==> config.mk <==
export PLATFORM = sky130hd
export DESIGN_NAME = if_id_buf
export DESIGN_NICKNAME = d
export VERILOG_FILES = /design/src/rtl/if_id_buf_pkg.sv /design/src/rtl/pipe_fifo.sv /design/src/rtl/if_id_buf.sv
export SDC_FILE = /design/constraint.sdc
export NUM_CORES = 1
export LEC_CHECK = 0
export CAP_MARGIN = 15
export CORE_UTILIZATION = 45
export CTS_BUF_LIST = sky130_fd_sc_hd__clkbuf_8 sky130_fd_sc_hd__clkbuf_16
export CTS_CLUSTER_DIAMETER = 200
export DETAILED_ROUTE_END_ITERATION = 8
export DONT_BUFFER_PORTS = 1
export PLACE_DENSITY = 0.63
export SYNTH_ARGS = -nofsm -noshare
export SYNTH_HDL_FRONTEND = slang
export SYNTH_SLANG_ARGS = --single-unit
==> constraint.sdc <==
create_clock -name clk -period 5.3 [get_ports clk]
set_input_delay 1.06 -clock clk [delete_from_list [all_inputs] [get_ports clk]]
set_output_delay 1.06 -clock clk [all_outputs]
set_load 0.02 [all_outputs]
==> src/rtl/if_id_buf_pkg.sv <==
// rtl/if_id_buf_pkg.sv - shared pipeline definitions for the IF/ID buffer
package pipe_defs;

    // Instruction driven on the decode side while a bubble is held
    localparam logic [31:0] DEF_NOP_INST = 32'h0000_0000;

    // Bit positions of each stage in the global stall vector
    localparam int STALL_PC  = 0;
    localparam int STALL_IF  = 1;
    localparam int STALL_ID  = 2;
    localparam int STALL_EX  = 3;
    localparam int STALL_MEM = 4;
    localparam int STALL_WB  = 5;

    typedef struct packed {
        logic [31:0] pc;
        logic [31:0] inst;
    } pc_inst_t;

endpackage

==> src/rtl/pipe_fifo.sv <==
// rtl/pipe_fifo.sv - synchronous FIFO with first-word-visible output
module pipe_fifo #(
    parameter int WIDTH = 64,
    parameter int DEPTH = 2
) (
    input  logic                       clk,
    input  logic                       rst,
    input  logic                       push,
    input  logic                       pop,
    input  logic [WIDTH-1:0]           din,
    output logic [WIDTH-1:0]           dout,
    output logic [$clog2(DEPTH+1)-1:0] count,
    output logic                       full,
    output logic                       empty
);

    localparam int CNT_W = $clog2(DEPTH + 1);
    localparam int PTR_W = (DEPTH > 1) ? $clog2(DEPTH) : 1;

    logic [WIDTH-1:0] mem [DEPTH];
    logic [PTR_W-1:0] wr_ptr;
    logic [PTR_W-1:0] rd_ptr;
    logic             wr_en;
    logic             rd_en;

    assign full  = (count == CNT_W'(DEPTH));
    assign empty = (count == '0);
    assign dout  = mem[rd_ptr];

    // A pop frees a slot in the same cycle, so a full FIFO still takes a push then
    assign rd_en = pop && !empty;
    assign wr_en = push && (!full || rd_en);

    function automatic logic [PTR_W-1:0] next_ptr(input logic [PTR_W-1:0] p);
        return (p == PTR_W'(DEPTH - 1)) ? '0 : p + 1'b1;
    endfunction

    // Storage array; contents need no reset because count gates visibility
    always_ff @(posedge clk) begin
        if (wr_en) begin
            mem[wr_ptr] <= din;
        end
    end

    // Pointer and occupancy bookkeeping
    always_ff @(posedge clk) begin
        if (rst) begin
            wr_ptr <= '0;
            rd_ptr <= '0;
            count  <= '0;
        end else begin
            if (wr_en) begin
                wr_ptr <= next_ptr(wr_ptr);
            end
            if (rd_en) begin
                rd_ptr <= next_ptr(rd_ptr);
            end
            case ({wr_en, rd_en})
                2'b10:   count <= count + 1'b1;
                2'b01:   count <= count - 1'b1;
                default: count <= count;
            endcase
        end
    end

endmodule

==> src/rtl/if_id_buf.sv <==
// rtl/if_id_buf.sv - IF/ID pipeline register with fetch instruction buffer
module if_id_buf
    import pipe_defs::*;
#(
    parameter int              PC_W     = 32,
    parameter int              INST_W   = 32,
    parameter int              STALL_W  = 6,
    parameter int              STAGE    = STALL_IF,
    parameter int              DEPTH    = 2,
    parameter logic [INST_W-1:0] NOP_INST = INST_W'(DEF_NOP_INST)
) (
    input  logic                       clk,
    input  logic                       rst,
    input  logic [STALL_W-1:0]         stall,
    input  logic                       flush,
    input  logic                       if_valid,
    input  logic [PC_W-1:0]            if_pc,
    input  logic [INST_W-1:0]          if_inst,
    output logic                       if_ready,
    output logic                       id_valid,
    output logic [PC_W-1:0]            id_pc,
    output logic [INST_W-1:0]          id_inst,
    output logic [$clog2(DEPTH+1)-1:0] buf_count
);

    localparam int WIDTH = PC_W + INST_W;

    logic             adv;
    logic             bubble;
    logic             push;
    logic             fifo_push;
    logic             fifo_pop;
    logic             fifo_full;
    logic             fifo_empty;
    logic [WIDTH-1:0] fifo_dout;
    logic             unused_stall;

    assign adv    = !stall[STAGE];
    assign bubble = stall[STAGE] && !stall[STAGE+1];

    // Only two bits of the stall vector matter to this stage
    assign unused_stall = ^stall;

    assign if_ready = !fifo_full || adv;
    assign push     = if_valid && if_ready;

    // The FIFO head is older than the live word, so bypass only when empty
    assign fifo_pop  = !flush && adv && !fifo_empty;
    assign fifo_push = !flush && push && (!adv || !fifo_empty);

    pipe_fifo #(
        .WIDTH(WIDTH),
        .DEPTH(DEPTH)
    ) u_fifo (
        .clk  (clk),
        .rst  (rst || flush),
        .push (fifo_push),
        .pop  (fifo_pop),
        .din  ({if_pc, if_inst}),
        .dout (fifo_dout),
        .count(buf_count),
        .full (fifo_full),
        .empty(fifo_empty)
    );

    // Decode-side register: flush, then advance, then bubble, else hold
    always_ff @(posedge clk) begin
        if (rst || flush) begin
            id_valid <= 1'b0;
            id_pc    <= '0;
            id_inst  <= NOP_INST;
        end else if (adv) begin
            if (!fifo_empty) begin
                id_valid <= 1'b1;
                id_pc    <= fifo_dout[WIDTH-1:INST_W];
                id_inst  <= fifo_dout[INST_W-1:0];
            end else if (if_valid) begin
                id_valid <= 1'b1;
                id_pc    <= if_pc;
                id_inst  <= if_inst;
            end else begin
                id_valid <= 1'b0;
                id_pc    <= '0;
                id_inst  <= NOP_INST;
            end
        end else if (bubble) begin
            id_valid <= 1'b0;
            id_pc    <= '0;
            id_inst  <= NOP_INST;
        end
    end

endmodule

Yosys cells after proc, flatten, opt, wreduce, memory -nomap -nowiden
Memory sizes are Yosys's and may differ from the RTL's. A register that Yosys moved wholly into a read port is not among the register bits.
Cells that the tools add are included.
Storage, ports and cells
  output and inout port bits: 68
  RAM bits: 128
  register bits after elaboration: 69
  memories kept: 1
Memories
  u_fifo.mem: words 2, width 64, rd ports 1, clocked after Yosys merged registers in 1, wr ports 1, line pipe_fifo.sv:20  | logic [WIDTH-1:0] mem [DEPTH];
Cells by class
  add/subtract/negate cells: 4
  mux-type cells: 18
  equal/unequal tests: 4
  reduce and logical (&&, ||, !) cells: 19
Operators with widths (count)
  $mux W32: 7
  $mux W1: 10
  $logic_and A1 B1 Y1: 8
  $logic_not A1 Y1: 5
  $eq A2 B2 Y1 const B: 2
  $logic_or A1 B1 Y1: 4
  $pmux W2 S2: 1
  $add A1 B1 Y1 const B: 2
  $add A2 B1 Y2 const B: 1
  $eq A2 B1 Y1 const B: 1
  $logic_not A2 Y1: 1
  $ne A2 B1 Y1 const B: 1
  $reduce_bool A2 Y1: 1
  $sub A2 B1 Y2 const B: 1

Longest topological paths before layout
  word-level depth: 9
  depth in mapped cells: 8
  mapped depth without buffers: 6

Hierarchy
A second synthesis with hierarchy kept.
Unflattened totals
  cell total of the unflattened synthesis: 615
  area, all modules: 8354.3 µm²
Modules (own cells, without submodules)
  pipe_fifo: area an instance 4885.9 µm², cells each 229, instances 1
  if_id_buf: area an instance 3468.3 µm², cells each 386, instances 1

Worst setup path before layout
No wires, ideal clock.
  kind: input-to-reg
  start: input if_valid
  end: memory u_fifo.mem[0][0], enable pin
  data required time: 4813 ps
  arrival: 4282 ps
  stages on the path: 4
  path slack: 531 ps
  library setup time: 487 ps
  cell sequence: clkbuf_1 nor2b_1 o21ai_0 nor2_1
Between the ends
  cells in the longest elaborated chain, start to end: 6
RTL lines
  start: declaration: line if_id_buf.sv:16  | input logic if_valid,
  $logic_and A1 B1 Y1: line if_id_buf.sv:45  | assign push = if_valid && if_ready;
  $logic_and A1 B1 Y1 (2 in series): line if_id_buf.sv:49  | assign fifo_push = !flush && push && (!adv || !fifo_empty);
  $logic_and A1 B1 Y1: line pipe_fifo.sv:32  | assign wr_en = push && (!full || rd_en);
  $mux W1: line pipe_fifo.sv:40  | if (wr_en) begin
  $mux W1 (implied by the code): line pipe_fifo.sv:41  | mem[wr_ptr] <= din;
  end: declaration: line pipe_fifo.sv:20
No other way between the ends.

Final worst setup path
  start: register u_fifo.count[1]
  end: memory u_fifo.mem[1][40], enable pin
Between the ends
  cells in the longest elaborated chain, start to end: 9
RTL lines
  start: declaration: line pipe_fifo.sv:12  | output logic [$clog2(DEPTH+1)-1:0] count,
  start signal: assignment: line pipe_fifo.sv:59  | 2'b10: count <= count + 1'b1;
  start signal: assignment: line pipe_fifo.sv:60  | 2'b01: count <= count - 1'b1;
  start signal: assignment: line pipe_fifo.sv:61  | default: count <= count;
  $eq A2 B2 Y1: line pipe_fifo.sv:26  | assign full = (count == CNT_W'(DEPTH));
  $logic_not A1 Y1: line pipe_fifo.sv:32, if_id_buf.sv:44
  $logic_or A1 B1 Y1: line if_id_buf.sv:44  | assign if_ready = !fifo_full || adv;
  $logic_and A1 B1 Y1: line if_id_buf.sv:45
  $logic_and A1 B1 Y1 (2 in series): line if_id_buf.sv:49
  $logic_and A1 B1 Y1 *: line pipe_fifo.sv:32
  $mux W1 *: line pipe_fifo.sv:40
  $mux W1 (implied by the code) *: line pipe_fifo.sv:41
Every way passes the cells marked *; elsewhere a longest branch is shown, timed or not.

==> impl.org <==
** Run status
- Result of the run :: complete, no violations

** Power and ir drop
- VDD IR-drop max :: between 0.0002 and 0.00025 V
- For this design the ratio of total power to cell area is between 300 and 400 nW/µm².
- Summed over all cells, the static leakage comes to about 2.5 nW.

** Layout
- Area grow syn2layout :: 9.67%
- 0 antenna diodes ended up in the layout.
- The finished layout holds 690 standard cells, fillers aside.
- Of the cells placed in the final design, the portion with a size suffix greater than 1 is 0.0886.
- In the layout the commonest cells are edfxtp_1 (128), dfxtp_1 (69), mux2i_1 (65).
- The final layout contains 536 nets.
- Most common cell after layout, fill and taps aside :: edfxtp_1
- Final cell utilization of the core :: 0.504

** Synth
- Of all cell types, the one taking the most synthesized area is edfxtp_1.
- Of the post-synthesis cell area, the part taken by muxes is 0.0891.
- Post-synthesis share of cell area spent on xor and xnor gates :: 0.00360
- Summing every instance area after synthesis gives 7300 µm².
- Net count after synthesis :: 550
- Compound-Gate Fraction of Synth Area :: 0.101
- After synthesis, the largest family of logic cells by area is compound AO/OA/AOI/OAI gates.
- Yosys mapped the design onto 29 distinct sky130hd cell types.
- Share of synthesized cell area in and, or, nand and nor gates :: 0.0583
- Mapped Avg Cell Area :: 15.4 µm²
- Gate count of the mapped netlist :: 475
- Share of the synthesized area in the top cell type :: 0.527
- For this run, the number of Yosys warnings is 0.
- In this run, synthesis produced a sequential element count of 198.
- Of the synthesized area, sequential elements account for 0.719.
- Of the total synthesized cell area, the portion taken by full adders, half adders and majority gates is 0.00171.
- Top area cells in the synthesized netlist :: edfxtp_1 (53%), dfxtp_1 (19%), mux2i_1 (8.9%), a221o_1 (8.0%), nor3_1 (4.0%)

** Route
- The routed design has 14400 µm of wire.
- Routed wire per std cell :: roughly 21 µm
- Number of DRC violations after detailed routing :: 0
- Vias post-DR :: 4068
- The pre-antenna-repair detailed-routing pass consisted of 4 iterations.
- After detailed routing, the number of vias per cell comes to 5.90.
- Initial drt markers :: 261
- In this run the remaining antenna-violating nets after routing total 0.

** Clock network
- Number of buffers added to fix hold violations after cts :: 0
- # Post-CTS Setup Buffers :: 0
- Source-to-sink clock delay at the later pin of the worst-skew pair :: 420 ps
- The tree is rooted in a clkbuf_16.
- Resized Gates After CTS :: 0
- # clock sinks :: 198
- CTS tree :: done
- Clock-pin slew reported for the worst setup and hold paths after clock tree synthesis :: ~60 ps
- The H-tree was split into 4 levels.
- Number of buffers on the longest clock path :: 2
- Clock tree synthesis inserted a total of 17 buffers.

** Die
- Number of rows created at floorplan :: 46
- Overall die width :: 129 µm
- Full die area :: 16700 µm²
- Initial Utilization :: 0.459
- Count of boundary I/O pins :: ~140
- Die span in y :: 129 µm
- Core area :: 15900 µm²

** GRT
- Total global routing track utilization :: 0.179
- Global routing finished with a remaining overflow of 0.
- Pin count of the biggest net entering global routing :: 69
- Antenna violations before repair :: 0
- Via count of the first global-routing pass :: 4176
- The first global-routing pass estimated between 20000 and 25000 µm of wire.

** Flow run
- Maxcap violations :: 0

** Timing
- The number of hold violations in the final report was 0.
- Final setup viols :: 0
- Max-slew violations :: 0
- At the pin with the least slew margin, the transition time is 929 ps.
- Worst rel slew slack :: 0.380
- Unrepaired setup endpoints after global routing :: false
- Largest clock skew in the final design :: 8.18 ps
- Final worst path period share :: 0.497
- Adding up every negative setup slack in the final design gives 0 ps.
- Time the final worst path needs with I/O delays and setup :: 2640 ps
- Hold is met by 512 ps.
- Maximum frequency from static timing analysis :: 379 MHz

** Placement
- Final HPWL from detailed placement :: 8060 µm
- In this run, placement finished with an instance count of 658.
- At the end of routability-driven placement, the weighted congestion stood at 0.719.
- Input and output buffers added on the ports amount to 0.

** Worst setup path
- Required arrival time at the worst endpoint :: 5340 ps
- The worst setup path is captured at a flop.
- Critical Path AT :: 2670 ps
- The setup path with the least slack is of type flop to flop.
- Register-to-Register Path Depth :: 4
- Of all nets on the critical path, the largest fanout is 64.
- STA classifies the critical path startpoint as a flop.

** Min path
- Worst min-delay path category :: flop to flop
- Hold Path Stages :: 2
[metal layers]
metal / track usage / vias up / routed length, µm
met5: 0 / - / 0
met4: 0.0540 / 0 / 144
met2: 0.293 / 151 / 7030
met3: 0.0739 / 14 / 1350
met1: 0.215 / 2039 / 5880
li1: - / 1864 / -
[Yosys cell counts]
cell,instances
buf_6,3
o311ai_0,1
nor3_1,59
nor2_2,1
buf_2,17
mux2i_1,65
a221oi_1,1
nand2_1,7
nand4_1,1
inv_1,1
a21oi_1,9
clkbuf_1,18
a221o_1,58
nor2b_1,1
nor4b_1,2
edfxtp_1,128
or2_2,1
nand3b_1,1
and4b_1,1
ha_1,1
and3_1,1
dfxtp_1,70
nor2_1,5
xor2_1,2
a22o_1,6
or3_1,3
o21ai_0,9
xnor2_1,1
buf_1,2
[final timing paths]
path	start	endpoint	slack, ps
min	u_fifo.rd_ptr	flop	510
max reg2reg	u_fifo.count[1]	u_fifo.mem[1][40]	2660
min reg2reg	u_fifo.rd_ptr	flop	510
max	u_fifo.count[1]	u_fifo.mem[1][40]	2660
[registers in the layout (all words and copies together) (netlist names), named ones only]
register	flops
u_fifo.mem	128
u_fifo.rd_ptr	1
id_inst	32
u_fifo.count	2
id_valid	1
u_fifo.wr_ptr	1
id_pc	32
[layout make-up]
| type | instances | area (µm²) |
|---|---|---|
| clock inverter | 14 | 110 |
| multi-input combinational | 236 | 1880 |
| sequential | 198 | 5250 |
| timing repair buffer | 7 | 52.6 |
| clock buffer | 18 | 439 |
| inverter | 1 | 3.75 |
| fill | 1384 | 7880 |
| tap | 216 | 270 |
[stage by stage]
step	cell area, µm²	setup slack, ps	power [mW]
2_1_floorplan	7300	531	1.79
3_3_place_gp	7450	2460	1.81
3_5_place_dp	7450	2410	1.81
4_1_cts	8000	2650	3.00
5_1_grt	8000	2510	3.07
6_report	8000	2660	2.97
[logic make-up (layout without fill, tap and decap cells)]
group,count (synthesis),after routing
AOI/OAI and AO/OA,84,84
and+or+nand+nor,83,83
buffers and inverters,41,40
muxes,65,65
adders and majority gates,1,1
DFF,198,198
xor gates and xnor gates,3,3
[worst max-delay path, stage by stage (launching register included)]
cell	delay, ps
dfxtp_1	770
xor2_1	270
o21ai_0	280
nor2_4	160
buf_4	730
[report_power, final]
group | switching, mW | internal (mW)
Combinational | 0.0465 | 0.0237
Sequential | 0.0300 | 1.68
Clock | 0.534 | 0.656
Note: power is estimated with default switching activity, not from simulation.
